[src/rtl/bs_pkg.sv]
// Shared bitstream packer/extractor constants and the right-aligned field mask helper.
package bs_pkg;
  localparam int unsigned DATA_WD = 32;
  localparam int unsigned NUMB_WD = 5;
  localparam int unsigned BUF_WD  = 2 * DATA_WD;
  localparam int unsigned CNT_WD  = NUMB_WD + 2;

  // Mask of (numb + 1) ones, right-aligned.
  function automatic logic [DATA_WD-1:0] field_mask(input logic [NUMB_WD-1:0] numb);
    logic [DATA_WD-1:0] m;
    m = '1;
    return m >> (NUMB_WD'(DATA_WD - 1) - numb);
  endfunction
endpackage

[src/rtl/bs_split_shf.sv]
// Field extraction and consume-shift for the bs_split buffer (pure combinational).
module bs_split_shf
  import bs_pkg::*;
(
  input  logic [BUF_WD-1:0]  bits_i,
  input  logic [NUMB_WD-1:0] numb_i,
  output logic [DATA_WD-1:0] fld_o,
  output logic [BUF_WD-1:0]  bits_o
);
  always_comb begin
    fld_o  = (bits_i[BUF_WD-1 -: DATA_WD] >> (NUMB_WD'(DATA_WD - 1) - numb_i))
             & field_mask(numb_i);
    bits_o = (bits_i << numb_i) << 1;
  end
endmodule

[src/rtl/bs_split.sv]
// Bitstream extractor: buffers MSB-first words and returns 1..DATA_WD bit fields on request.
// Optional byte-realign input align_i when BS_SPLIT_ALIGN_EN is defined.
module bs_split
  import bs_pkg::*;
(
  input  logic               clk,
  input  logic               rstn,
`ifdef BS_SPLIT_ALIGN_EN
  input  logic               align_i,
`endif
  input  logic               wrd_val_i,
  input  logic [DATA_WD-1:0] wrd_dat_i,
  output logic               wrd_rdy_o,
  input  logic               req_i,
  input  logic [NUMB_WD-1:0] numb_i,
  output logic               req_rdy_o,
  output logic               val_o,
  output logic [DATA_WD-1:0] dat_o,
  output logic [CNT_WD-1:0]  cnt_o
);
  logic [BUF_WD-1:0]  bits_q, bits_d, shf_bits;
  logic [CNT_WD-1:0]  cnt_q, cnt_d, len;
  logic               val_q, val_d;
  logic [DATA_WD-1:0] dat_q, dat_d, shf_fld;
  logic               wrd_fire, req_fire;

  assign len       = CNT_WD'(numb_i) + CNT_WD'(1);
  assign wrd_rdy_o = (cnt_q <= CNT_WD'(DATA_WD));
`ifdef BS_SPLIT_ALIGN_EN
  assign req_rdy_o = ~align_i & (cnt_q >= len);
`else
  assign req_rdy_o = (cnt_q >= len);
`endif
  assign wrd_fire  = wrd_val_i & wrd_rdy_o;
  assign req_fire  = req_i & req_rdy_o;

  bs_split_shf u_shf (
    .bits_i (bits_q),
    .numb_i (numb_i),
    .fld_o  (shf_fld),
    .bits_o (shf_bits)
  );

  always_comb begin
    bits_d = bits_q;
    cnt_d  = cnt_q;
    val_d  = req_fire;
    dat_d  = dat_q;
    if (req_fire) begin
      bits_d = shf_bits;
      cnt_d  = cnt_q - len;
      dat_d  = shf_fld;
    end
`ifdef BS_SPLIT_ALIGN_EN
    if (align_i) begin
      bits_d = bits_q << cnt_q[2:0];
      cnt_d  = cnt_q - CNT_WD'(cnt_q[2:0]);
    end
`endif
    // Append after any consume; bits below the valid region are always zero.
    if (wrd_fire) begin
      bits_d = bits_d | ({wrd_dat_i, {DATA_WD{1'b0}}} >> cnt_d);
      cnt_d  = cnt_d + CNT_WD'(DATA_WD);
    end
  end

  always_ff @(posedge clk or negedge rstn) begin
    if (!rstn) begin
      bits_q <= '0;
      cnt_q  <= '0;
      val_q  <= 1'b0;
      dat_q  <= '0;
    end else begin
      bits_q <= bits_d;
      cnt_q  <= cnt_d;
      val_q  <= val_d;
      dat_q  <= dat_d;
    end
  end

  assign val_o = val_q;
  assign dat_o = dat_q;
  assign cnt_o = cnt_q;
endmodule
[config.mk]
export PLATFORM = sky130hd
export DESIGN_NAME = bs_split
export DESIGN_NICKNAME = d
export VERILOG_FILES = /design/src/rtl/bs_pkg.sv /design/src/rtl/bs_split_shf.sv /design/src/rtl/bs_split.sv
export SDC_FILE = /design/constraint.sdc
export NUM_CORES = 1
export LEC_CHECK = 0
export ABC_CLOCK_PERIOD_IN_PS = 13900
export BUFFER_PORTS_ARGS = -buffer_cell sky130_fd_sc_hd__buf_2
export CORE_AREA = 2 2 139 209
export DETAILED_ROUTE_END_ITERATION = 12
export DIE_AREA = 0 0 141 211
export PLACE_DENSITY = 0.66
export SLEW_MARGIN = 30
export SYNTH_ARGS = -nofsm -noshare
export SYNTH_HDL_FRONTEND = slang
export SYNTH_SLANG_ARGS = --single-unit
[constraint.sdc]
create_clock -name clk -period 13.9 [get_ports clk]
set_input_delay 4.17 -clock clk [delete_from_list [all_inputs] [get_ports clk]]
set_output_delay 4.17 -clock clk [all_outputs]
set_load 0.02 [all_outputs]
==> results of run 1 <==
[metrics by stage]
stage | setup slack (ns) | utilization [%] | cell area, um^2 | hold slack, ns
floorplan | 2.93 | - | 11100 | 0.465
global placement | 2.79 | 41.5 | 11600 | 0.453
detailed placement | 2.73 | 41.5 | 11600 | 0.456
CTS | 2.72 | 42.5 | 11800 | 0.473
global route | 2.47 | 42.5 | 11800 | 0.490
finish | 2.73 | 42.5 | 11900 | 0.474
[cells by family (layout without fill, tap and decap cells)]
| group | after synthesis | in the layout |
|---|---|---|
| buf+inv | 155 | 151 |
| fa+ha+maj | 11 | 11 |
| xor+xnor | 6 | 6 |
| compound gates | 489 | 489 |
| mux | 140 | 140 |
| simple gates | 557 | 557 |
| other cells | 0 | 2 |
| flops | 104 | 104 |
[critical path: stages]
cell and delay (ns):
buf_2 0.08, buf_4 0.58, inv_1 0.08, buf_4 0.32
nor3_1 0.39, nand3_1 0.15, ha_1 0.46, a211oi_4 0.29
and2_4 0.24, nand2_1 0.06, buf_2 0.16
[area by class of cell]
type	count	area [um^2]
well taps	346	433
fillers	2876	16000
diodes	2	5.00
flip-flops and latches	104	2600
repair buffers	103	573
clock inverters	5	40.0
clock buffers	11	243
multi-input cells	1203	7830
inverters	32	124
[flip-flops by register name, indices dropped and copies added (netlist names)]
signal	flops
bits_q	64
dat_o	32
cnt_o	7
val_o	1
[cells in the final DEF, fill, tap and decap left out, types with 4 or more instances in the layout]
master	instances
a211o_1	6
a211oi_1	19
a21boi_0	8
a21o_1	12
a21oi_1	74
a221o_1	5
a221oi_1	11
a222oi_1	5
a22o_1	5
a22oi_1	15
a31oi_1	44
a32oi_1	9
and2_1	8
and3_1	15
buf_2	80
buf_4	23
clkbuf_16	9
dfrtp_1	104
ha_1	10
inv_1	26
mux2_2	17
mux2i_1	71
mux4_2	50
nand2_1	252
nand2b_1	8
nand3_1	29
nand4_1	4
nor2_1	188
nor2b_1	5
nor3_1	29
o211ai_1	13
o21a_1	8
o21ai_0	136
o21ai_1	8
o221ai_1	36
o22ai_1	32
o31ai_1	8
xnor2_1	5
[path summary, 6_finish.rpt]
kind                            startpoint    endpoint  depth (start not counted)
worst max register to register    cnt_o[2]  bits_q[17]                         13
worst min-delay path             dat_o[26]   dat_o[26]                          2
max in group asynchronous             rstn  bits_q[41]                          2
worst min register to register   dat_o[26]   dat_o[26]                          2
worst max-delay path             numb_i[2]   req_rdy_o                         11
min in group asynchronous             rstn   dat_o[29]                          1
[per-layer routing]
| layer | global-route usage, % | share of wire (%) | wire [um] | vias up |
|---|---|---|---|---|
| met4 | 27.4 | 9.5 | 4670 | 0 |
| met1 | 35.1 | 35 | 17100 | 5887 |
| met5 | 0 | 0 | 0 | - |
| li1 | - | - | - | 5441 |
| met3 | 7.05 | 7.7 | 3790 | 208 |
| met2 | 55.4 | 48 | 23500 | 761 |
==> flow_summary.toml, run 1 <==
[clock_tree]
path_clk_slew_ns = 0.08
cts_sinks = 104
h-tree-depth = 3
cts_setup_buffers = 0
holdBufCountCts = 0
clock_latency_ns = 0.38
clockBufferDepth = 2
clock-root-buffer = "clkbuf_16"
cts_inserted_buffers = 9
ctsResizeCount = 0
cts_tree = "built"

[worst_setup_path]
path_class = "input port to primary output"
rrSetupSlack_ns = 8.40
crit_fanout = 59
worst_ep_arrival_time_ns = 7.00
endpoint_kind = "primary output"
critPathRequiredTime_ns = 9.73
cp-start-kind = "input port"

[synth]
yosys-top-cells-area = "dfrtp_1 23%, mux4_2 10%, nand2_1 8.5%, mux2i_1 6.4%, nor2_1 6.4%"
synth.most_common_cell = "nand2_1"
synth_edf_count = 0
synth-compound-area-share_pct = 29.2
synth_nets = 1514
synth-simple-area-share_pct = 21.0
synthArstFlopShare_pct = 100
synth_top_family_by_area = "compound AO/OA/AOI/OAI gates"
yosysSeqAreaShare_pct = 23.5
synth-seq-cells = 104
synthXorXnorAreaFrac_pct = 0.474
ys.flop_type = "dfrtp_1"
synth_cells = 1462
synth_top_area_share_pct = 23.5
synth_area_um2 = 11100
yosys-top-cells-count = "252 x nand2_1, 188 x nor2_1, 137 x o21ai_0"
yosysWarnings = 0
syn_area_per_cell_um2 = 7.58
synth_area_leader_cell = "dfrtp_1"
muxShareOfSynthArea_pct = 18.6
synthAdderAreaFrac_pct = 1.31
yosysUniqueCellTypes = 86

[detailed_routing]
route.detailed.drc = 0
dr.pass1.iters = 8
ant_nets = 0
wl_um = 49100
wire_per_inst_um = 27.2
via_per_inst = 6.81
dr.first_iter.drc_count = 1386
num_vias = 12300

[sta]
tightest_slew_ns = 0.988
slew_viol_final = 0
setup_viol = 0
final_hold_viol_count = 0
timing.fmax_ghz = 0.0895
tns_ns = 0
finClkSkew_ns = 0.00994
rsz0062_at_grt = "false"
fin_crit_ns = 11.17
slew_headroom_pct = 33.4
fin_crit_sh_pct = 80.4

[hold_path]
min_path_type = "flip-flop to flip-flop"

[global_route]
grt_pass1_vias = 11900
track_usage_pct = 32.9
grt_pass1_wl_um = 73700
grt_overflow_total = 0
antenna_found_initial = 2
grt_max_degree = 80

[finish]
syn2layout_area_growth_pct = 7.00
finalNetCount = 1505
final_cell_count_no_fill = 1806
drive_above_1_share_pct = 14.6

[floorplanning]
fp.coreArea_um2 = 27900
initial_core_util_pct = 39.7
die_x_um = 141
dieArea_um2 = 29800
die_y_um = 211
num_rows = 75
num_io_pins = 83

[placed_design]
place_inst = 1788
hpwlAfterDp_um = 37300
portBuffers = 82
gp_congestion = 1.04

[status]
status = "finished clean"

[run]
cap_violations = 0
Power of run 1 is left out: the tool's default activity adds up to more than one toggle a clock period on the data nets, which glitch-free logic cannot reach.
==> run 2, diff against run 1 <==
Settings changed: ABC_CLOCK_PERIOD_IN_PS 13900 to 10300.
Clock period 13.9 ns to 10.3 ns, I/O delays scaled along.
==> flow_summary.toml, run 2 (synthesis gave the netlist of run 1 again) <==
[sta]
final_hold_viol_count = 0
tightest_slew_ns = 1.02
slew_headroom_pct = 31.0
finClkSkew_ns = 0.0126
fin_crit_sh_pct = 85.0
rsz0062_at_grt = "false"
tns_ns = 0
fin_crit_ns = 8.76
timing.fmax_ghz = 0.114
setup_viol = 0
slew_viol_final = 0

[floorplanning]
die_x_um = 141
initial_core_util_pct = 39.7
dieArea_um2 = 29800
num_rows = 75
die_y_um = 211
num_io_pins = 83
fp.coreArea_um2 = 27900

[worst_setup_path]
critPathRequiredTime_ns = 7.21
crit_fanout = 42
worst_ep_arrival_time_ns = 5.67
slowest_delay_ns = 0.51
slowest_stage = "buf_4"
endpoint_kind = "primary output"
crit_chain = "buf_4, buf_4, ha_1, inv_1, ha_1, inv_1, ha_1, and3_1, a21oi_1, nand2_1, nand2_1, nand2_1, buf_2"
r2r_start = "cnt_o[5]"
path_class = "input port to primary output"
cp-start-kind = "input port"
startpoint = "numb_i[0]"

[clock_tree]
clockBufferDepth = 2
ctsResizeCount = 0
clock-root-buffer = "clkbuf_16"
holdBufCountCts = 0
cts_setup_buffers = 0
cts_sinks = 104
cts_tree = "built"
clock_latency_ns = 0.38
path_clk_slew_ns = 0.08
h-tree-depth = 3
cts_inserted_buffers = 9

[status]
status = "finished clean"

[finish]
fin_area_um2 = 11900
largest_reg_flops = 64
diodes = 0
nFillCells = 2886
finalNetCount = 1513
syn2layout_area_growth_pct = 7.48
mostFrequentLayoutCells = "252 x nand2_1, 188 x nor2_1, 137 x o21ai_0"
drive_above_1_share_pct = 15.0
multiInputGateArea_um2 = 7840
regMostFlops = "bits_q"
final_common_cell = "nand2_1"
seqCellArea_um2 = 2600

[global_route]
grt_overflow_total = 0
antenna_found_initial = 0
grt_pass1_wl_um = 76800
track_usage_pct = 34.7
grt_max_degree = 89
grt_pass1_vias = 12000

[detailed_routing]
dr.first_iter.drc_count = 1303
ant_nets = 0
via_per_inst = 6.76
num_vias = 12200
wire_per_inst_um = 28.5
wl_um = 51600
route.detailed.drc = 0
dr.pass1.iters = 6

[run]
cap_violations = 0

[hold_path]
min_path_type = "flip-flop to flip-flop"
hold_path_startpoint = "dat_o[10]"

[placed_design]
gp_congestion = 1.08
portBuffers = 82
placed_cell_area_um2 = 11600
hpwlAfterDp_um = 40100
run 2: area by class of cell:
class,instances,area share [%]
clock buffers,11,1.96
clock inverters,5,0.357
inverters,32,1.04
multi-input cells,1203,65.8
well taps,346,3.64
flip-flops and latches,104,21.9
repair buffers,111,5.32
run 2: layer usage:
layer  wire length, um  vias up  global-route usage (%)
met5                 0        -                       0
met4              5510        0                    30.6
met3              3190      227                    4.96
met2             25100      673                    59.5
met1             17700     5896                    36.9
li1                  -     5453                       -
run 2: final timing paths:
kind	endpoint	cells after the start	slack (ns)
max	req_rdy_o	13	1.54
min	dat_o[10]	2	0.47
max reg2reg	bits_q[45]	11	5.25
min reg2reg	dat_o[10]	2	0.47
max in group asynchronous	bits_q[51]	2	6.28
min in group asynchronous	dat_o[14]	1	2.73
run 2: metrics by stage:
step	instances	hold WS [ns]	setup WS [ns]	util, %
finish	1812	0.475	1.54	42.7
global route	1812	0.507	1.30	42.7
CTS	1812	0.480	1.53	42.7
detailed placement	1796	0.463	1.55	41.7
global placement	1796	0.456	1.55	41.7
floorplan	1462	0.465	1.49	-
run 2: critical path: cells and delay by family:
family                   cells  cell delay [ns]
adder cells (fa/ha/maj)      3             0.87
buffers and inverters        5             0.85
AND/OR/NAND/NOR              4             0.48
AO/OA/AOI/OAI                1             0.37
Power of run 2 is left out for the same reason.
